<file path="config.mk">
export PLATFORM = sky130hd
export DESIGN_NAME = vexbus_responder
export DESIGN_NICKNAME = d
export VERILOG_FILES = /design/src/rtl/vexbus_responder.sv
export SDC_FILE = /design/constraint.sdc
export NUM_CORES = 1
export LEC_CHECK = 0
export BUFFER_PORTS_ARGS = -buffer_cell sky130_fd_sc_hd__buf_2
export CORE_AREA = 2 2 135 137
export CTS_BUF_LIST = sky130_fd_sc_hd__clkbuf_2 sky130_fd_sc_hd__clkbuf_4 sky130_fd_sc_hd__clkbuf_8
export CTS_CLUSTER_DIAMETER = 120
export DETAILED_ROUTE_END_ITERATION = 12
export DIE_AREA = 0 0 137 139
export SYNTH_ARGS = -nofsm -noshare
export SYNTH_HDL_FRONTEND = slang
export SYNTH_SLANG_ARGS = --single-unit
</file>
<file path="constraint.sdc">
create_clock -name i_clk -period 1.8 [get_ports i_clk]
set_clock_uncertainty 0.15 [all_clocks]
set_input_delay 0.18 -clock i_clk [delete_from_list [all_inputs] [get_ports i_clk]]
set_output_delay 0.18 -clock i_clk [all_outputs]
set_load 0.05 [all_outputs]
</file>
<file path="src/rtl/vexbus_responder.sv">
// Single-port memory responder arbitrating a VexRiscv-style iBus/dBus pair and a debugger
// onto one memory strobe bus, with one transaction in flight at a time.
module vexbus_responder #(
   parameter int unsigned RD_LATENCY = 1,
   parameter logic [31:0] ADR_LIMIT  = 32'h0003_0000
) (
   input  logic        i_clk,
   input  logic        i_reset,
   input  logic        i_cpu_en,
   input  logic        i_ibus_cmd_valid,
   output logic        o_ibus_cmd_ready,
   input  logic [31:0] i_ibus_cmd_pc,
   output logic        o_ibus_rsp_valid,
   output logic        o_ibus_rsp_error,
   output logic [31:0] o_ibus_rsp_inst,
   input  logic        i_dbus_cmd_valid,
   output logic        o_dbus_cmd_ready,
   input  logic        i_dbus_cmd_wr,
   input  logic [3:0]  i_dbus_cmd_mask,
   input  logic [31:0] i_dbus_cmd_address,
   input  logic [31:0] i_dbus_cmd_data,
   output logic        o_dbus_rsp_ready,
   output logic        o_dbus_rsp_error,
   output logic [31:0] o_dbus_rsp_data,
   input  logic        i_dbg_mem_op,
   input  logic        i_dbg_rw,
   input  logic [31:0] i_dbg_adr,
   input  logic [31:0] i_dbg_do,
   output logic        o_dbg_mem_rdy,
   output logic        o_mem_op,
   output logic [31:0] o_mem_adr,
   output logic [3:0]  o_mem_wren,
   output logic [31:0] o_mem_di,
   input  logic [31:0] i_mem_do
);
   // state      | meaning
   // S_IDLE     | accepting requests, grant decided combinationally
   // S_RD_WAIT  | counting down to the response strobe (tag says I, D or DBG)
   // S_DBG_DONE | one dead cycle so a held dbg_mem_op is not granted twice
   typedef enum logic [1:0] {S_IDLE, S_RD_WAIT, S_DBG_DONE} state_t;
   typedef enum logic [1:0] {TAG_I, TAG_D, TAG_DBG} tag_t;

   localparam logic [1:0] LAT_LOAD = 2'(RD_LATENCY - 1);

   state_t     r_state;
   tag_t       r_tag;
   logic [1:0] r_lat_cnt;
   logic       r_err;

   logic w_idle;
   logic w_grant_dbg;
   logic w_grant_d;
   logic w_grant_i;
   logic w_d_mapped;
   logic w_i_mapped;
   logic w_fire;

   // Reset gates grants and strobes in the reset cycle itself, so an in-flight response is dropped.
   assign w_idle      = (r_state == S_IDLE) && !i_reset;
   assign w_grant_dbg = w_idle && i_dbg_mem_op;
   assign w_grant_d   = w_idle && !i_dbg_mem_op && i_dbus_cmd_valid && i_cpu_en;
   assign w_grant_i   = w_idle && !i_dbg_mem_op && !(i_dbus_cmd_valid && i_cpu_en)
                        && i_ibus_cmd_valid && i_cpu_en;
   assign w_d_mapped  = i_dbus_cmd_address < ADR_LIMIT;
   assign w_i_mapped  = i_ibus_cmd_pc < ADR_LIMIT;
   assign w_fire      = (r_state == S_RD_WAIT) && (r_lat_cnt == 2'd0) && !i_reset;

   assign o_ibus_cmd_ready = w_grant_i;
   assign o_dbus_cmd_ready = w_grant_d;

   always_comb begin
      o_mem_op   = 1'b0;
      o_mem_adr  = 32'h0;
      o_mem_wren = 4'h0;
      o_mem_di   = 32'h0;
      if (w_grant_dbg) begin
         o_mem_op   = 1'b1;
         o_mem_adr  = i_dbg_adr;
         o_mem_wren = {4{~i_dbg_rw}};
         o_mem_di   = i_dbg_do;
      end else if (w_grant_d && w_d_mapped) begin
         o_mem_op  = 1'b1;
         o_mem_adr = i_dbus_cmd_address;
         if (i_dbus_cmd_wr) begin
            o_mem_wren = i_dbus_cmd_mask;
            o_mem_di   = i_dbus_cmd_data;
         end
      end else if (w_grant_i && w_i_mapped) begin
         o_mem_op  = 1'b1;
         o_mem_adr = i_ibus_cmd_pc;
      end
   end

   assign o_ibus_rsp_valid = w_fire && (r_tag == TAG_I);
   assign o_ibus_rsp_error = o_ibus_rsp_valid && r_err;
   assign o_ibus_rsp_inst  = (o_ibus_rsp_valid && !r_err) ? i_mem_do : 32'h0;
   assign o_dbus_rsp_ready = w_fire && (r_tag == TAG_D);
   assign o_dbus_rsp_error = o_dbus_rsp_ready && r_err;
   assign o_dbus_rsp_data  = (o_dbus_rsp_ready && !r_err) ? i_mem_do : 32'h0;
   assign o_dbg_mem_rdy    = w_fire && (r_tag == TAG_DBG);

   always_ff @(posedge i_clk) begin
      if (i_reset) begin
         r_state   <= S_IDLE;
         r_tag     <= TAG_I;
         r_lat_cnt <= 2'd0;
         r_err     <= 1'b0;
      end else begin
         case (r_state)
            S_IDLE: begin
               if (w_grant_dbg) begin
                  // Debug writes complete one cycle after the strobe.
                  r_state   <= S_RD_WAIT;
                  r_tag     <= TAG_DBG;
                  r_lat_cnt <= i_dbg_rw ? LAT_LOAD : 2'd0;
                  r_err     <= 1'b0;
               end else if (w_grant_d && !i_dbus_cmd_wr) begin
                  r_state   <= S_RD_WAIT;
                  r_tag     <= TAG_D;
                  r_lat_cnt <= LAT_LOAD;
                  r_err     <= !w_d_mapped;
               end else if (w_grant_i) begin
                  r_state   <= S_RD_WAIT;
                  r_tag     <= TAG_I;
                  r_lat_cnt <= LAT_LOAD;
                  r_err     <= !w_i_mapped;
               end
            end
            S_RD_WAIT: begin
               if (r_lat_cnt == 2'd0) begin
                  r_state <= (r_tag == TAG_DBG) ? S_DBG_DONE : S_IDLE;
               end else begin
                  r_lat_cnt <= r_lat_cnt - 2'd1;
               end
            end
            S_DBG_DONE: r_state <= S_IDLE;
            default:    r_state <= S_IDLE;
         endcase
      end
   end
endmodule

</file>
# Yosys cells after proc, flatten, opt, wreduce, memory -nomap -nowiden
# Index checks and enable logic that the tools add are counted.
totals:
  output_inout_bits: 140
  input_bits: 204
  reg_bits: 7
classes:
  bitwise_logic: 1
  n_lt_le_gt_ge: 2
  n_eq_ne: 6
  addsub: 1
  n_mux: 30
  n_reduce_logical: 36
ops:
  columns: ["cell", "count"]
  rows:
  - ["32-bit two-way mux", 8]
  - ["32-bit by 18-bit less-than comparator with 1-bit output, second input constant", 2]
  - ["2-bit two-way mux", 11]
  - ["1-bit logical AND", 21]
  - ["4-bit two-way mux", 3]
  - ["2-bit case mux with 2 select lines", 2]
  - ["1-bit logical NOT", 7]
  - ["2-bit logical NOT", 3]
  - ["1-bit two-way mux", 6]
  - ["2-bit by 1-bit == test with 1-bit output, second input constant", 2]
  - ["4-bit by 3-bit inequality test with 1-bit output, second input constant", 1]
  - ["2-bit AND reduction", 2]
  - ["3-bit AND reduction", 1]
  - ["3-bit nonzero test", 1]
  - ["2-bit == test, second input constant", 1]
  - ["2-bit by 1-bit inequality test with 1-bit output, second input constant", 1]
  - ["2-bit inequality test, second input constant", 1]
  - ["2-bit nonzero test", 1]
  - ["2-bit by 1-bit subtractor with 2-bit output, second input constant", 1]
  - ["1-bit NOT", 1]

# Logic depth before layout (Yosys ltp)
# Gate-level depths: netlist of the first run.
logic_depth:
  depth_word: 10
  mapped_depth: 7
  mapped_depth_nobuf: 6

# Worst setup path before layout of the first run
# Ideal clock, no wire load.
synth_timing:
  path_type: "reg2out"
  startpoint: "reg r_lat_cnt[0]"
  endpoint: "out o_dbg_mem_rdy"
  arrival_time_ns: 2.150
  path_slack_ns: -0.680
  path_stages_with_launch: 5
  path_buffers: 0
  path_cell_list: "dfxtp_1 inv_1 ha_1 inv_1 nor4_1"
synth_via:
  elab_chain_len: 4
synth_lines:
  columns: ["element", "line", "rtl"]
  rows:
  - ["from (decl)", "47", "logic [1:0] r_lat_cnt;"]
  - ["from (signal assigned)", "115", "r_lat_cnt <= i_dbg_rw ? LAT_LOAD : 2'd0;"]
  - ["from (signal assigned)", "133", "r_lat_cnt <= r_lat_cnt - 2'd1;"]
  - ["2-bit logical NOT", "66", "assign w_fire = (r_state == S_RD_WAIT) && (r_lat_cnt == 2'd0) && !i_reset;"]
  - ["1-bit logical AND (2 in a row)", "66", null]
  - ["1-bit logical AND", "100", "assign o_dbg_mem_rdy = w_fire && (r_tag == TAG_DBG);"]
  - ["to (decl)", "29", "output logic o_dbg_mem_rdy,"]
# Every way passes these cells.

# Final worst setup path of the first run
layout_timing:
  startpoint: "reg r_state[1]"
  endpoint: "out o_mem_adr[8]"
layout_via:
  elab_chain_len: 10
  word_cells_on_any_way: 14
  cone_classes: "3 x mux; 11 x reduce/logical"
layout_lines:
  columns: ["element", "line", "rtl"]
  rows:
  - ["from (decl)", "45", "state_t r_state;"]
  - ["from (signal assigned)", "131", "r_state <= (r_tag == TAG_DBG) ? S_DBG_DONE : S_IDLE;"]
  - ["2-bit logical NOT *", "59", "assign w_idle = (r_state == S_IDLE) && !i_reset;"]
  - ["1-bit logical AND *", "59", null]
  - ["1-bit logical AND", "61, 62", null]
  - ["1-bit logical AND", "62", "assign w_grant_i = w_idle && !i_dbg_mem_op && !(i_dbus_cmd_valid && i_cpu_en)"]
  - ["1-bit logical AND (2 in a row)", "63", "&& i_ibus_cmd_valid && i_cpu_en;"]
  - ["1-bit logical AND", "88", "end else if (w_grant_i && w_i_mapped) begin"]
  - ["32-bit two-way mux", "88", null]
  - ["32-bit two-way mux", "81", "end else if (w_grant_d && w_d_mapped) begin"]
  - ["32-bit two-way mux *", "76", "if (w_grant_dbg) begin"]
  - ["to (decl)", "31", "output logic [31:0] o_mem_adr,"]
# Mark *: on every way between the ends. The rest lies on a longest branch, timed or not.

==> run_results.csv, run 1 <==
group,metric,value,unit
timing,timing.final.ws_setup,-0.4868,ns
worst_setup_path,critical_path_class,"reg -> out",
clock_network,cts.sinks,7,
run_status,status,"finished with violations",
worst_setup_path,reg2reg_from,"r_state[1]",
global_route,grt_overflow_total,0,
clock_network,insertion_delay,0.23,ns
detailed_routing,routedWlPerCell,16.20,µm
finish,fin_util,33.23,%
floorplan,die_area,0.01904,mm²
clock_network,root_buffer,"clkbuf_8",
global_route,grt_first_pass_wirelength,19330,µm
yosys,yosysSeqAreaShare,7.698,%
detailed_routing,via_per_inst,4.081,
pwr,pwr-share-seq,10.7,%
timing,max_freq,437.3,MHz
worst_setup_path,end_kind,"output port",
worst_setup_path,worst-path-stages,6,
clock_network,clk_pin_slew,0.04,ns
timing,setup_tns,-53.78,ns
hold_path,hp-start,"i_reset",
detailed_routing,drtPass1Iterations,5,
worst_setup_path,cp_slowest_cell,"dfxtp_2",
pwr,swShare,43.75,%
worst_setup_path,crit_start,"r_state[1]",
detailed_routing,drtAntennaViolNets,0,
pwr,power,1.596,mW
floorplan,dieHeight,139,µm
floorplan,rows,49,
worst_setup_path,crit_buf_inv,2,
floorplan,core,0.01766,mm²
timing,finalCriticalPeriod,2.287,ns
yosys,synth_nets,463,
global_route,first_global_vias,3474,
yosys,yosysUniqueCellTypes,38,
place,dp_hpwl,11400,µm
floorplan,die_x,137,µm
worst_setup_path,crit_path_frequent_cell,"buf_4",
worst_setup_path,cp-endpoint,"o_mem_adr[8]",
timing,rsz0062_at_grt,"yes",
pwr,p_int,897.8,µW
timing,fin_crit_sh,127.0,%
place,numPlacedInstances,848,
clock_network,cts_tree,"yes",
floorplan,initial_utilization,10.31,%
run_status,violations,"negative setup slack",
worst_setup_path,critPathRequiredTime,1.47,ns
timing,tightest_slew,0.3194,ns
timing,finalSetupViolations,139,
timing,slew_viol_final,0,
worst_setup_path,path_cells,"nor4b_4 -> nand3b_4 -> buf_4 -> nor4_2 -> a221o_2 -> buf_4",
place,place_congestion,0.8021,
detailed_routing,num_vias,3526,
place,portBuffers,343,
pwr,p_per_area,272.1,mW/mm²
worst_setup_path,cp_top_family,"simple AND/OR/NAND/NOR gates",
clock_network,numCtsBuffers,3,
pwr,leakage,3.051,nW
finish,fillCellCount,1816,
worst_setup_path,worstReg2RegEnd,"r_lat_cnt[1]",
yosys,async_reset_ff_share,0,%
finish,fin_nets,840,
worst_setup_path,cp.arrival,1.96,ns
worst_setup_path,slowest_delay,0.33,ns
yosys,synthCells,258,
yosys,syn_avg_cell_area,7.056,µm²
global_route,grt_antenna_before_repair,2,
floorplan,io_pins,344,
pwr,comb_power_share,74.4,%
pwr,p_clk_share,15.0,%
worst_setup_path,cp_max_fo,17,
yosys,synth-edff-count,0,
clock_network,htreeDepth,1,
worst_setup_path,reg2reg_slack,0.15,ns
timing,slew_headroom,78.51,%
yosys,netlist_area,0.001820,mm²
flow_run,drv_cap,0,
hold_path,hp-class,"in -> reg",
global_route,grt_use_total,13.21,%
finish,instances_no_fill,864,
yosys,ys_warn_count,0,
yosys,yosys_most_used_dff,"dfxtp_1",
yosys,ys_ff_latch,7,
detailed_routing,routed_wl,14000,µm
timing,holdWs,0.2487,ns
global_route,grt_max_degree,33,
worst_setup_path,worstRegToRegCells,5,
finish,syn2layout_area_growth,222.3,%
detailed_routing,first_iter_violations,93,
worst_setup_path,start_kind,"flop",
clock_network,clockBufferDepth,2,
timing,hold_viol,0,
detailed_routing,drc,0,
pwr,irDropWorstVdd,0.1878,mV
pwr,p_sw,698.3,µW
finish,drive_gt1_share,89.12,%
## worst min-delay path by stage
stage | slack, ns | depth (start not counted) | endpoint
global route | 0.29 | 4 | r_lat_cnt[1]
CTS | 0.25 | 4 | r_state[0]
detailed placement | 0.32 | 2 | r_lat_cnt[1]
finish | 0.25 | 4 | r_lat_cnt[1]
floorplan | 0.22 | 2 | r_lat_cnt[0]
global placement | 0.31 | 2 | r_lat_cnt[1]
## power groups by stage
stage / registers [mW] / clock network, mW / logic, mW
4_1_cts: 0.170 / 0.243 / 1.18
3_3_place_gp: 0.172 / 0 / 1.02
3_5_place_dp: 0.172 / 0 / 1.02
5_1_grt: 0.171 / 0.252 / 1.24
6_report: 0.170 / 0.239 / 1.19
2_1_floorplan: 0.171 / 0 / 0.553
## through the flow
stage	area [µm²]	worst slack, ns
floorplan	2338	-0.3145
global placement	4846	-0.5434
detailed placement	4846	-0.6234
CTS	5742	-0.5376
global route	5864	-0.5654
finish	5867	-0.4868
## layout make-up
type                            instances  area, µm²  share of cell area, %
Inverter                               23      90.09                  1.536
Tap cell                              229      286.5                  4.884
Timing Repair Buffer                  395       3143                  53.57
Clock buffer                            4      48.80                 0.8317
Multi-Input combinational cell        205       2152                  36.68
Antenna cell                            1      2.502                0.04265
Sequential cell                         7      143.9                  2.453
## Yosys cell counts (2+ instances only)
master     n  area [µm²]
buf_6      4       45.04
a31oi_1    2       12.51
a211oi_1   2       15.01
nand3_1    3       15.01
a221o_1   18       180.2
clkbuf_1  16       60.06
nor2_1     7       26.28
nor4_1    23       143.9
and2_0     3       18.77
nand4_1    4       25.02
a21o_1     4       30.03
inv_1     23       86.33
a22o_1    32       280.3
and2_1    80       500.5
nand2_1    3       11.26
buf_2      2       10.01
or3_1      2       12.51
nand2b_1   2       12.51
a21oi_1    2       10.01
dfxtp_1    7       140.1
nor2b_1    2       12.51
## routing by layer
metal	part of all wire [%]	global-route usage (%)	vias to the layer above
met3	9.0	2.558	13
met1	35	13.64	1578
met5	0	0	-
met2	55	27.13	223
li1	-	-	1712
met4	1.1	1.845	0
## sequential cells by signal, indices dropped and copies added, names as in the netlist
register   cells
r_err          1
r_state        2
r_tag          2
r_lat_cnt      2
## worst reg2reg max path, stage by stage, from the launching register on
cell and delay (ns):
dfxtp_2 0.33, nor4b_4 0.33, buf_4 0.18, o21ai_1 0.10, a311o_1 0.37, a21oi_1 0.11
## kinds of logic after synthesis
kind of cell | share of synthesized area [%]
buffers and inverters | 11.27
AOI/OAI and AO/OA | 30.58
muxes | 0.5499
DFF | 7.697
and+or+nand+nor | 49.21
adders and majority gates | 0.6872
## repair_timing
action                                  CTS  global route
endpoints found under the setup margin  140           141
resized for setup                       212            20
pin swaps                                 7             4
buffers inserted                          4             1
hold buffers                              0             0
gates cloned                              5             1
## cell usage in the layout, fill, tap and decap left out, drive strengths merged, types with 2 or more instances in the layout
cell,instances
clkbuf,5
nor4,24
inv,22
nand4,4
a21o,4
nor4b,2
a221o,18
o21ai,2
or3,2
a31oi,2
buf,392
bufbuf,2
a21oi,2
nor2b,2
nand3,3
nand2b,2
nand2,3
and2,83
nand3b,2
a211oi,2
nor2,7
a22o,32
dfxtp,7
No activity file was read; power rests on OpenSTA's default activity.
==> run 2, diff against run 1 <==
Settings changed: CTS_BUF_LIST sky130_fd_sc_hd__clkbuf_2 sky130_fd_sc_hd__clkbuf_4 sky130_fd_sc_hd__clkbuf_8 to sky130_fd_sc_hd__clkbuf_4.
==> run_results.csv, run 2 (synthesis gave the netlist of run 1 again) <==
group,metric,value,unit
run_status,status,"finished with violations",
run_status,violations,"negative setup slack",
detailed_routing,drtAntennaViolNets,0,
clock_network,clockBufferDepth,2,
pwr,p_clk_share,10.6,%
detailed_routing,routedWlPerCell,17.54,µm
worst_setup_path,reg2reg_slack,0.12,ns
detailed_routing,drc,0,
timing,slew_headroom,79.20,%
detailed_routing,drtPass1Iterations,4,
finish,final_cell_mix,"buf_2, buf_6, and2_4",
timing,slew_viol_final,0,
finish,drive_gt1_share,90.00,%
global_route,first_global_vias,3415,
timing,max_freq,431.5,MHz
global_route,grt_first_pass_wirelength,19010,µm
worst_setup_path,reg2reg_from,"r_state[1]",
floorplan,dieHeight,139,µm
clock_network,insertion_delay,0.26,ns
timing,setup_tns,-57.80,ns
floorplan,initial_utilization,10.31,%
floorplan,rows,49,
clock_network,clk_pin_slew,0.05,ns
hold_path,hp-class,"in -> reg",
worst_setup_path,cp_max_fo,17,
finish,largestRegisters,"r_lat_cnt: 2 flops, r_state: 2 flops, r_tag: 2 flops",
floorplan,die_x,137,µm
worst_setup_path,cp.arrival,1.99,ns
timing,finalCriticalPeriod,2.318,ns
detailed_routing,first_iter_violations,95,
pwr,irDropWorstVdd,0.1423,mV
timing,fin_crit_sh,128.8,%
flow_run,drv_cap,0,
clock_network,cts_hold_buffers,0,
worst_setup_path,end_kind,"output port",
finish,fin_nets,846,
timing,tightest_slew,0.3091,ns
pwr,p_int,848.3,µW
clock_network,htreeDepth,1,
pwr,p_sw,709.1,µW
finish,layout_commonest_cell,"buf_2",
detailed_routing,num_vias,3583,
timing,finalSetupViolations,139,
global_route,grt_max_degree,33,
worst_setup_path,critical_path_class,"reg -> out",
worst_setup_path,critPathRequiredTime,1.47,ns
finish,fin_area,0.006220,mm²
clock_network,root_buffer,"clkbuf_4",
timing,timing.final.ws_setup,-0.5177,ns
pwr,pwr-share-seq,11.0,%
pwr,p_per_area,250.4,mW/mm²
detailed_routing,via_per_inst,4.118,
pwr,leakage,3.141,nW
timing,rsz0062_at_grt,"yes",
global_route,grt_use_total,13.02,%
place,dpl-instance-area,0.004846,mm²
timing,hold_viol,0,
worst_setup_path,worstRegToRegCells,5,
global_route,grt_overflow_total,0,
detailed_routing,routed_wl,15260,µm
place,place_congestion,0.8021,
floorplan,die_area,0.01904,mm²
place,portBuffers,343,
worst_setup_path,worstReg2RegEnd,"r_lat_cnt[1]",
finish,syn2layout_area_growth,241.6,%
worst_setup_path,start_kind,"flop",
floorplan,core,0.01766,mm²
worst_setup_path,crit_start,"r_state[1]",
place,dp_hpwl,11400,µm
worst_setup_path,cp-endpoint,"o_mem_adr[8]",
pwr,swShare,45.53,%
clock_network,cts.sinks,7,
pwr,comb_power_share,78.3,%
global_route,grt_antenna_before_repair,2,
clock_network,cts_tree,"yes",
floorplan,io_pins,344,
clock_network,numCtsBuffers,3,
-- run 2: cell types whose count changed in the layout (fill, tap and decap cells not counted), sizes merged --
cell    before  now
buf        392  393
bufbuf       2    0
clkbuf       5   12
-- run 2: power by group through the flow --
stage                     clock network, mW  registers, mW  logic, mW
final                                 0.166          0.171       1.22
after floorplan                           0          0.171      0.553
after detailed placement                  0          0.172       1.02
after global routing                  0.177          0.172       1.28
after CTS                             0.170          0.169       1.14
after global placement                    0          0.172       1.02
-- run 2: layer usage --
layer	GRT usage, %	routed length, µm	vias up
met2	27.18	8688	221
li1	-	-	1720
met5	0	0	-
met4	1.302	61	0
met3	2.376	1270	7
met1	13.35	5238	1635
-- run 2: what timing repair did --
item / CTS / global route
pin swaps: 5 / 5
setup endpoints to repair: 140 / 141
cloned: 3 / 8
setup buffers: 2 / 4
resized for setup: 196 / 113
-- run 2: worst min-delay path by stage --
| stage | startpoint | end | slack (ns) | cells past startpoint |
|---|---|---|---|---|
| floorplan | i_reset | r_lat_cnt[0] | 0.22 | 2 |
| global route | i_reset | r_lat_cnt[1] | 0.27 | 4 |
| CTS | i_reset | r_state[0] | 0.22 | 4 |
| global placement | r_lat_cnt[1] | r_lat_cnt[1] | 0.31 | 2 |
| finish | i_reset | r_lat_cnt[1] | 0.24 | 4 |
| detailed placement | r_lat_cnt[1] | r_lat_cnt[1] | 0.32 | 2 |
-- run 2: worst max-delay path, cell delays in order (launching register included) --
cell and delay (ns):
dfxtp_2 0.35, nor4b_4 0.33, nand3b_4 0.14, buf_4 0.24, nor4_2 0.32, a221o_2 0.16
buf_4 0.19
-- run 2: per-stage QoR --
stage | worst slack, ns | instances | power (mW) | hold WS (ns) | utilization (%)
2_1_floorplan | -0.3145 | 258 | 0.7233 | 0.2211 | -
3_3_place_gp | -0.5434 | 848 | 1.194 | 0.3127 | 27.44
3_5_place_dp | -0.6234 | 848 | 1.197 | 0.3202 | 27.44
4_1_cts | -0.5776 | 857 | 1.479 | 0.2176 | 31.68
5_1_grt | -0.6129 | 869 | 1.626 | 0.2654 | 35.21
6_report | -0.5177 | 870 | 1.557 | 0.2385 | 35.23
-- run 2: final cells by class --
class / instances / area [µm²]
multi-input combinational: 205 / 2173
timing repair buffer: 401 / 3492
clock buffer: 4 / 30.03
sequential: 7 / 145.1
inverter: 23 / 90.09
tap: 229 / 286.5
antenna: 1 / 2.502
fill: 1759 / 11440
